`src/rtl/timer_unit_pkg.sv`:
```
// timer_unit_pkg: definitions shared by the millisecond timer slice.
//   state_e            - timer FSM state encoding (IDLE=0, RUN=1, DONE=2)
//   TIMER_TIME_W       - default width of the millisecond count
//   TIMER_TICKS_PER_MS - default clk cycles per millisecond
package timer_unit_pkg;

   typedef enum logic [1:0] {
      ST_IDLE = 2'd0,
      ST_RUN  = 2'd1,
      ST_DONE = 2'd2
   } state_e;

   localparam int unsigned TIMER_TIME_W       = 16;
   localparam int unsigned TIMER_TICKS_PER_MS = 27000;

endpackage : timer_unit_pkg

```
`src/rtl/timer_unit_ms_prescaler.sv`:
```
// ms_prescaler: divides clk down to a one-cycle millisecond tick.
//   clk    in  system clock
//   rst    in  synchronous active-high reset
//   clear  in  restart the count from 0 (asserted on entry to RUN)
//   enable in  count this cycle
//   tick   out one-cycle pulse every TICKS_PER_MS enabled cycles
module ms_prescaler #(
   parameter int unsigned TICKS_PER_MS = 27000
) (
   input  logic clk,
   input  logic rst,
   input  logic clear,
   input  logic enable,
   output logic tick
);

   localparam int unsigned CNT_W = (TICKS_PER_MS > 1) ? $clog2(TICKS_PER_MS) : 1;
   localparam logic [CNT_W-1:0] CNT_MAX = CNT_W'(TICKS_PER_MS - 1);

   logic [CNT_W-1:0] cnt_q;
   logic [CNT_W-1:0] cnt_d;

   // Tick fires on the last enabled cycle of each period, so the owner sees
   // it in the same cycle the counter wraps.
   assign tick = enable && (cnt_q == CNT_MAX);

   always_comb begin
      cnt_d = cnt_q;
      if (clear) begin
         cnt_d = '0;
      end else if (enable) begin
         if (cnt_q == CNT_MAX) begin
            cnt_d = '0;
         end else begin
            cnt_d = cnt_q + CNT_W'(1);
         end
      end
   end

   always_ff @(posedge clk) begin
      if (rst) begin
         cnt_q <= '0;
      end else begin
         cnt_q <= cnt_d;
      end
   end

endmodule : ms_prescaler

```
`src/rtl/timer_unit.sv`:
```
// timer_unit: millisecond countdown timer behind the register-file timer
// interface.
//   clk              in  system clock
//   rst              in  synchronous active-high reset
//   time_ms          in  countdown length in ms, sampled on a start rising edge
//   start            in  level start/arm from the start register
//   interrupt_enable in  sampled in the expiry cycle to decide irq
//   done             out expiry flag, held until start is dropped
//   irq              out one-cycle interrupt request at expiry
//   busy             out high while counting
//   remaining_ms     out live remaining milliseconds
module timer_unit
   import timer_unit_pkg::*;
#(
   parameter int unsigned TICKS_PER_MS = TIMER_TICKS_PER_MS,
   parameter int unsigned TIME_W       = TIMER_TIME_W
) (
   input  logic              clk,
   input  logic              rst,
   input  logic [TIME_W-1:0] time_ms,
   input  logic              start,
   input  logic              interrupt_enable,
   output logic              done,
   output logic              irq,
   output logic              busy,
   output logic [TIME_W-1:0] remaining_ms
);

   state_e            state_q, state_d;
   logic              start_q, start_d;
   logic              done_q, done_d;
   logic              irq_q, irq_d;
   logic              busy_q, busy_d;
   logic [TIME_W-1:0] rem_q, rem_d;

   logic start_rise;
   logic presc_clear;
   logic presc_en;
   logic ms_tick;

   assign start_rise = start && !start_q;
   assign start_d    = start;

   ms_prescaler #(
      .TICKS_PER_MS (TICKS_PER_MS)
   ) u_prescaler (
      .clk    (clk),
      .rst    (rst),
      .clear  (presc_clear),
      .enable (presc_en),
      .tick   (ms_tick)
   );

   always_comb begin
      state_d     = state_q;
      rem_d       = rem_q;
      done_d      = done_q;
      busy_d      = busy_q;
      irq_d       = 1'b0;
      presc_clear = 1'b0;
      presc_en    = 1'b0;

      unique case (state_q)
         ST_IDLE: begin
            if (start_rise) begin
               if (time_ms != '0) begin
                  state_d     = ST_RUN;
                  rem_d       = time_ms;
                  busy_d      = 1'b1;
                  presc_clear = 1'b1;
               end else begin
                  state_d = ST_DONE;
                  done_d  = 1'b1;
                  irq_d   = interrupt_enable;
               end
            end
         end

         ST_RUN: begin
            // Dropping start aborts; remaining_ms keeps its last value.
            if (!start) begin
               state_d = ST_IDLE;
               busy_d  = 1'b0;
            end else begin
               presc_en = 1'b1;
               if (ms_tick) begin
                  if (rem_q == TIME_W'(1)) begin
                     state_d = ST_DONE;
                     rem_d   = '0;
                     busy_d  = 1'b0;
                     done_d  = 1'b1;
                     irq_d   = interrupt_enable;
                  end else begin
                     rem_d = rem_q - TIME_W'(1);
                  end
               end
            end
         end

         ST_DONE: begin
            if (!start) begin
               state_d = ST_IDLE;
               done_d  = 1'b0;
            end
         end

         default: begin
            state_d = ST_IDLE;
         end
      endcase
   end

   always_ff @(posedge clk) begin
      if (rst) begin
         state_q <= ST_IDLE;
         start_q <= 1'b0;
         done_q  <= 1'b0;
         irq_q   <= 1'b0;
         busy_q  <= 1'b0;
         rem_q   <= '0;
      end else begin
         state_q <= state_d;
         start_q <= start_d;
         done_q  <= done_d;
         irq_q   <= irq_d;
         busy_q  <= busy_d;
         rem_q   <= rem_d;
      end
   end

   assign done         = done_q;
   assign irq          = irq_q;
   assign busy         = busy_q;
   assign remaining_ms = rem_q;

endmodule : timer_unit

```
`config.mk`:
```
export PLATFORM = sky130hd
export DESIGN_NAME = timer_unit
export DESIGN_NICKNAME = d
export VERILOG_FILES = /design/src/rtl/timer_unit_pkg.sv /design/src/rtl/timer_unit_ms_prescaler.sv /design/src/rtl/timer_unit.sv
export SDC_FILE = /design/constraint.sdc
export NUM_CORES = 1
export LEC_CHECK = 0
export BUFFER_PORTS_ARGS = -buffer_cell sky130_fd_sc_hd__buf_2
export CORE_MARGIN = 4
export CORE_UTILIZATION = 50
export CTS_CLUSTER_SIZE = 25
export DETAILED_ROUTE_END_ITERATION = 10
export HOLD_SLACK_MARGIN = 0.15
export PLACE_DENSITY_LB_ADDON = 0.2
export SETUP_SLACK_MARGIN = 0.5
export SLEW_MARGIN = 20
export SYNTH_ARGS = -nofsm -noshare
export SYNTH_HDL_FRONTEND = slang
export SYNTH_SLANG_ARGS = --single-unit
```
`constraint.sdc`:
```
create_clock -name clk -period 2.2 [get_ports clk]
set_clock_uncertainty 0.15 [all_clocks]
set_input_delay 0.22 -clock clk [delete_from_list [all_inputs] [get_ports clk]]
set_output_delay 0.22 -clock clk [all_outputs]
set_load 0.05 [all_outputs]
```
# Word level (Yosys, flattened, before mapping)
# Cells that the tools add are included.
dict set report word_totals {
  in_bits 20
  regBits 37
  elab_cells 72
}
dict set report classes {
  reduce_logical 12
  n_eq_ne 13
  addsub 2
  muxes 38
}
# cell count
set op_table {}
lappend op_table {{16-bit 2-to-1 mux} 5}
lappend op_table {{16-bit one-hot mux with 2 select lines} 1}
lappend op_table {{1-bit 2-to-1 mux} 21}
lappend op_table {{16-bit by 1-bit == test with 1-bit output (second input constant)} 1}
lappend op_table {{16-bit nonzero test} 1}
lappend op_table {{16-bit by 1-bit subtractor with 16-bit output (second input constant)} 1}
lappend op_table {{15-bit by 1-bit adder with 15-bit output (second input constant)} 1}
lappend op_table {{15-bit == test (second input constant)} 1}
lappend op_table {{15-bit 2-to-1 mux} 1}
lappend op_table {{2-bit inequality test (second input constant)} 7}
lappend op_table {{2-bit 2-to-1 mux} 6}
lappend op_table {{5-bit AND reduction} 2}
lappend op_table {{7-bit AND reduction} 1}
lappend op_table {{3-bit inequality test (second input constant)} 2}
lappend op_table {{2-bit one-hot mux with 3 select lines} 1}
lappend op_table {{1-bit one-hot mux with 2 select lines} 2}
lappend op_table {{4-bit AND reduction} 1}
lappend op_table {{1-bit one-hot mux with 3 select lines} 1}
lappend op_table {{3-bit nonzero test} 1}
lappend op_table {{2-bit by 1-bit == test with 1-bit output (second input constant)} 1}
lappend op_table {{2-bit == test (second input constant)} 1}
lappend op_table {{1-bit logical AND} 2}
lappend op_table {{2-bit logical NOT} 1}
lappend op_table {{2-bit nonzero test} 1}
lappend op_table {{other kinds (2)} 2}

# Longest topological paths before layout
dict set report depth {
  word_depth 6
  mapped_depth 8
  depth_no_buf 7
}

# Modules after synthesis
# A second synthesis with hierarchy kept.
dict set report hier_totals {
  cells_unflattened 252
  hier_area_um2 2095.8
}
# module seq_area_each_um2 n_inst cells_each area_each_um2
set modules_own_cells {}
lappend modules_own_cells {timer_unit 440.4 1 173 1385.1}
lappend modules_own_cells {ms_prescaler 300.3 1 79 710.7}

# Least setup slack after synthesis
# Ideal clock, no wire load.
dict set report synth_timing {
  path_kind {register -> register}
  startpoint {register rem_q[0], in the netlist remaining_ms[0]}
  endpoint {register rem_q[14], in the netlist remaining_ms[14]}
  required_time_ns 1.990
  arrival_ns 2.239
  setup_ns 0.060
  stages_incl_launch_ff 8
  setup_slack_ns -0.249
  path_cell_list {dfxtp_1 > inv_1 > ha_1 > nor3b_1 > nand3_1 > or4b_1 > a221oi_2 > a31o_1}
}
dict set report synth_between {
  elab_chain_len 5
  elab_cells_between_ends 6
  classes_between {add/sub (1); eq/ne (1); mux (4)}
}
# element line
set synth_lines {}
lappend synth_lines {{start, declared} timer_unit.sv:34} ;# logic [TIME_W-1:0] rem_q, rem_d;
lappend synth_lines {{start signal, assigned} timer_unit.sv:127} ;# rem_q <= rem_d;
lappend synth_lines {{16-bit by 1-bit subtractor with 16-bit output / 16-bit by 1-bit == test with 1-bit output (equally long branches)} {timer_unit.sv:94, timer_unit.sv:87}}
lappend synth_lines {{16-bit 2-to-1 mux (*)} timer_unit.sv:87} ;# if (rem_q == TIME_W'(1)) begin
lappend synth_lines {{16-bit 2-to-1 mux (*)} timer_unit.sv:86} ;# if (ms_tick) begin
lappend synth_lines {{16-bit 2-to-1 mux (*)} timer_unit.sv:81} ;# if (!start) begin
lappend synth_lines {{16-bit one-hot mux with 2 select lines (*)} timer_unit.sv:63} ;# unique case (state_q)
# Every way passes the cells marked *; elsewhere a longest branch is shown, timed or not. The select of a mux whose other input is x is not followed.
# A chain may end at the register's enable or synchronous reset.

# Worst setup path in the final report
dict set report layout_timing {
  startpoint {register rem_q[1], in the netlist remaining_ms[1]}
  endpoint {register rem_q[11], in the netlist remaining_ms[11]}
}
# Same word-level chain as after synthesis.

==> impl_metrics.csv <==
group,metric,value,unit
floorplanning,std_cell_rows,23,
place,place.gp.congestion,0.901,
logic_synthesis,ys_async_sr_fraction,0,%
clock_network,cts.clk_slew.worst_paths,0.08,ns
clock_network,cts_buffers,5,
critical_path,cp_max_fo,5,
route,remaining_drc_errors,0,
power,p_sw_share,37.3,%
timing,fin_crit,2.11,ns
place,numPortBuffers,38,
power,p_clk_share,27.0,%
logic_synthesis,netlist_area,2160,sq um
logic_synthesis,synth_cell_types,51,
timing,tightest_slew,0.747,ns
critical_path,critPathSlowestCell,"or4_4",
place,hpwl,4600,microns
critical_path,cp_data_required_time,2.27,ns
power,power.switching,0.829,mW
timing,worst_hold_slack,0.190,ns
timing,period_share,96.1,%
timing,slew_viol_final,0,
critical_path,critical_path.max_stage_delay,0.58,ns
floorplanning,initial_core_util,52.9,%
clock_network,clockBufferDepth,2,
clock_network,cts-htree-levels,2,
grt,grt_overflow_total,0,
clock_network,root_buffer,"clkbuf_8",
floorplanning,dieHeight,73.8,microns
cells_and_area,nets,394,
route,wirelength,10400,microns
logic_synthesis,ys_ff_latch,37,
clock_network,clkSinkCount,37,
power,p_int,1.39,mW
grt,grt_pass1_vias,2702,
route,via_per_inst,6.93,
place,pre_cts_ws,0.0981,ns
timing,finalHoldViolations,0,
critical_path,worstPathCellList,"or4_4, nor3_4, buf_4, nand4_1, a221o_1, o21ai_0",
timing,max_freq,0.473,GHz
outcome,status,"complete, no violations",
floorplanning,core_area,4090,sq um
timing,rsz0062_at_grt,"true",
timing,maxSlewHeadroom,50.1,%
clock_network,cts_tree,"yes",
route,drt_iter0_drc,339,
power,total_leakage_power,1.44,nW
power,power_density,604,nW/um^2
timing,setup_viol,0,
floorplanning,die_w,73.8,microns
logic_synthesis,yosysWarnings,0,
logic_synthesis,synth_edf_count,0,
route,via_count,2925,
logic_synthesis,yosysSeqAreaShare,34.2,%
timing,fin_ws,0.0865,ns
route,ant_nets,0,
grt,grt_pass1_wl,13100,microns
logic_synthesis,syn_area_per_cell,7.95,sq um
clock_network,insertion_delay,0.30,ns
power,seqPwrFrac,34.0,%
critical_path,cp.arrival,2.18,ns
logic_synthesis,syn_inst,272,
grt,antenna_found_initial,0,
power,combPwrFrac,39.1,%
route,wl_per_cell,24.6,microns
grt,grt_max_degree,21,
job,maxCapViolCount,0,
route,dr.pass1.iters,6,
grt,grtUsageTotal,31.5,%
critical_path,critPathKind,"flip-flop to flip-flop",
power,irDropWorstVdd,0.492,mV
critical_path,critPathCaptureType,"flip-flop",
floorplanning,io_pins,39,
logic_synthesis,synthFlopType,"dfxtp_1",
cells_and_area,n_antenna_cell,0,
floorplanning,dieArea,5440,sq um
logic_synthesis,syn_nets,295,
cells_and_area,final_layout_size_suffix_gt1_share,54.3,%
cells_and_area,area_growth,69.9,%
timing,fin_setup_tns,0,ns
critical_path,start_kind,"flip-flop",
min_path,hold_class,"input port to flip-flop",
[power groups by stage]
stage | clock (mW) | combinational [mW] | sequential [mW]
after floorplan | 0 | 0.336 | 0.842
after global placement | 0 | 0.586 | 0.762
after detailed placement | 0 | 0.587 | 0.762
after CTS | 0.592 | 0.704 | 0.746
after global routing | 0.634 | 0.894 | 0.758
final | 0.599 | 0.867 | 0.754
[timing repair]
action / in CTS / in global routing
gates resized for setup: 40 / 51
buffers inserted: 23 / 14
pin swaps: 28 / 22
hold buffers: 8 / 0
setup endpoints to repair: 34 / 36
gates cloned: 2 / 0
hold endpoints to repair: 8 / 0
[worst paths after layout]
path                                      start                to  slack (ns)  cells past startpoint
worst max-delay path            remaining_ms[1]  remaining_ms[11]        0.09                      6
worst min-delay path                time_ms[15]  remaining_ms[15]        0.19                      4
worst max register to register  remaining_ms[1]  remaining_ms[11]        0.09                      6
worst min register to register  remaining_ms[7]   remaining_ms[7]        0.40                      2
[sequential cells by signal, indices dropped and copies added (netlist names)]
signal             cells
state_q                2
busy                   1
u_prescaler.cnt_q     15
irq                    1
start_q                1
remaining_ms          16
done                   1
[per-layer routing]
layer  vias up  routed length [microns]  global-route usage [%]
met2       255                     4980                    51.6
li1       1223                        -                       -
met1      1362                     3710                    37.5
met3        85                      927                    6.98
met5         -                        0                       0
met4         0                      756                    18.3
[critical path: cells and delay by family (launching register included)]
family	cells	cell delay, ns
simple gates	3	0.90
flops	1	0.37
compound gates	2	0.42
buf+inv	1	0.19
[per-stage QoR]
stage | instances | util [%] | total power [mW] | cell area [sq um]
3_5_place_dp | 367 | 67.4 | 1.35 | 2760
4_1_cts | 408 | 81.7 | 2.04 | 3340
5_1_grt | 422 | 89.9 | 2.29 | 3670
3_3_place_gp | 367 | 67.4 | 1.35 | 2760
6_report | 422 | 89.9 | 2.22 | 3670
2_1_floorplan | 272 | - | 1.18 | 2400
[synth_stat cells (6+ instances only)]
| master | count | share of area, % |
|---|---|---|
| dfxtp_1 | 37 | 34 |
| nor2_1 | 34 | 5.9 |
| nand2_1 | 30 | 5.2 |
| a21oi_1 | 13 | 3.0 |
| a22oi_1 | 11 | 3.8 |
| o32ai_1 | 11 | 4.5 |
| nand3_1 | 10 | 2.3 |
| clkbuf_1 | 9 | 1.6 |
| inv_1 | 9 | 1.6 |
| xor2_1 | 9 | 3.6 |
| nand4_1 | 8 | 2.3 |
| nor3_1 | 6 | 1.4 |
| nor4_1 | 6 | 1.7 |
[kinds of logic after synthesis]
family	Yosys count	share of synthesized area, %
and+or+nand+nor	131	31.9
adders and majority gates	3	1.74
AOI/OAI and AO/OA	66	22.6
xor gates and xnor gates	13	5.26
buffers and inverters	22	4.28
DFF	37	34.2
[layout make-up]
cell class	instances	area (sq um)
well taps	50	62.6
flip-flops and latches	37	785
fillers	178	412
inverters	9	38.8
clock buffers	8	111
repair buffers	104	836
multi-input cells	214	1840
[cell usage in the layout, fill, tap and decap left out, types with 4 or more instances in the layout]
master and instances:
a21oi_1 10, a22oi_1 6, a22oi_2 5, buf_12 4, buf_2 38, buf_4 37, buf_6 16, clkbuf_8 6
dfxtp_1 14, dfxtp_2 17, dfxtp_4 6, dlygate4sd3_1 8, inv_1 7, nand2_1 27, nand2b_1 4, nand3_1 7
nand4_1 8, nor2_1 23, nor2_2 9, nor3_4 4, o32ai_1 7, o32ai_2 4, xnor2_1 4, xor2_1 9
(Power assumes the default switching activity.)
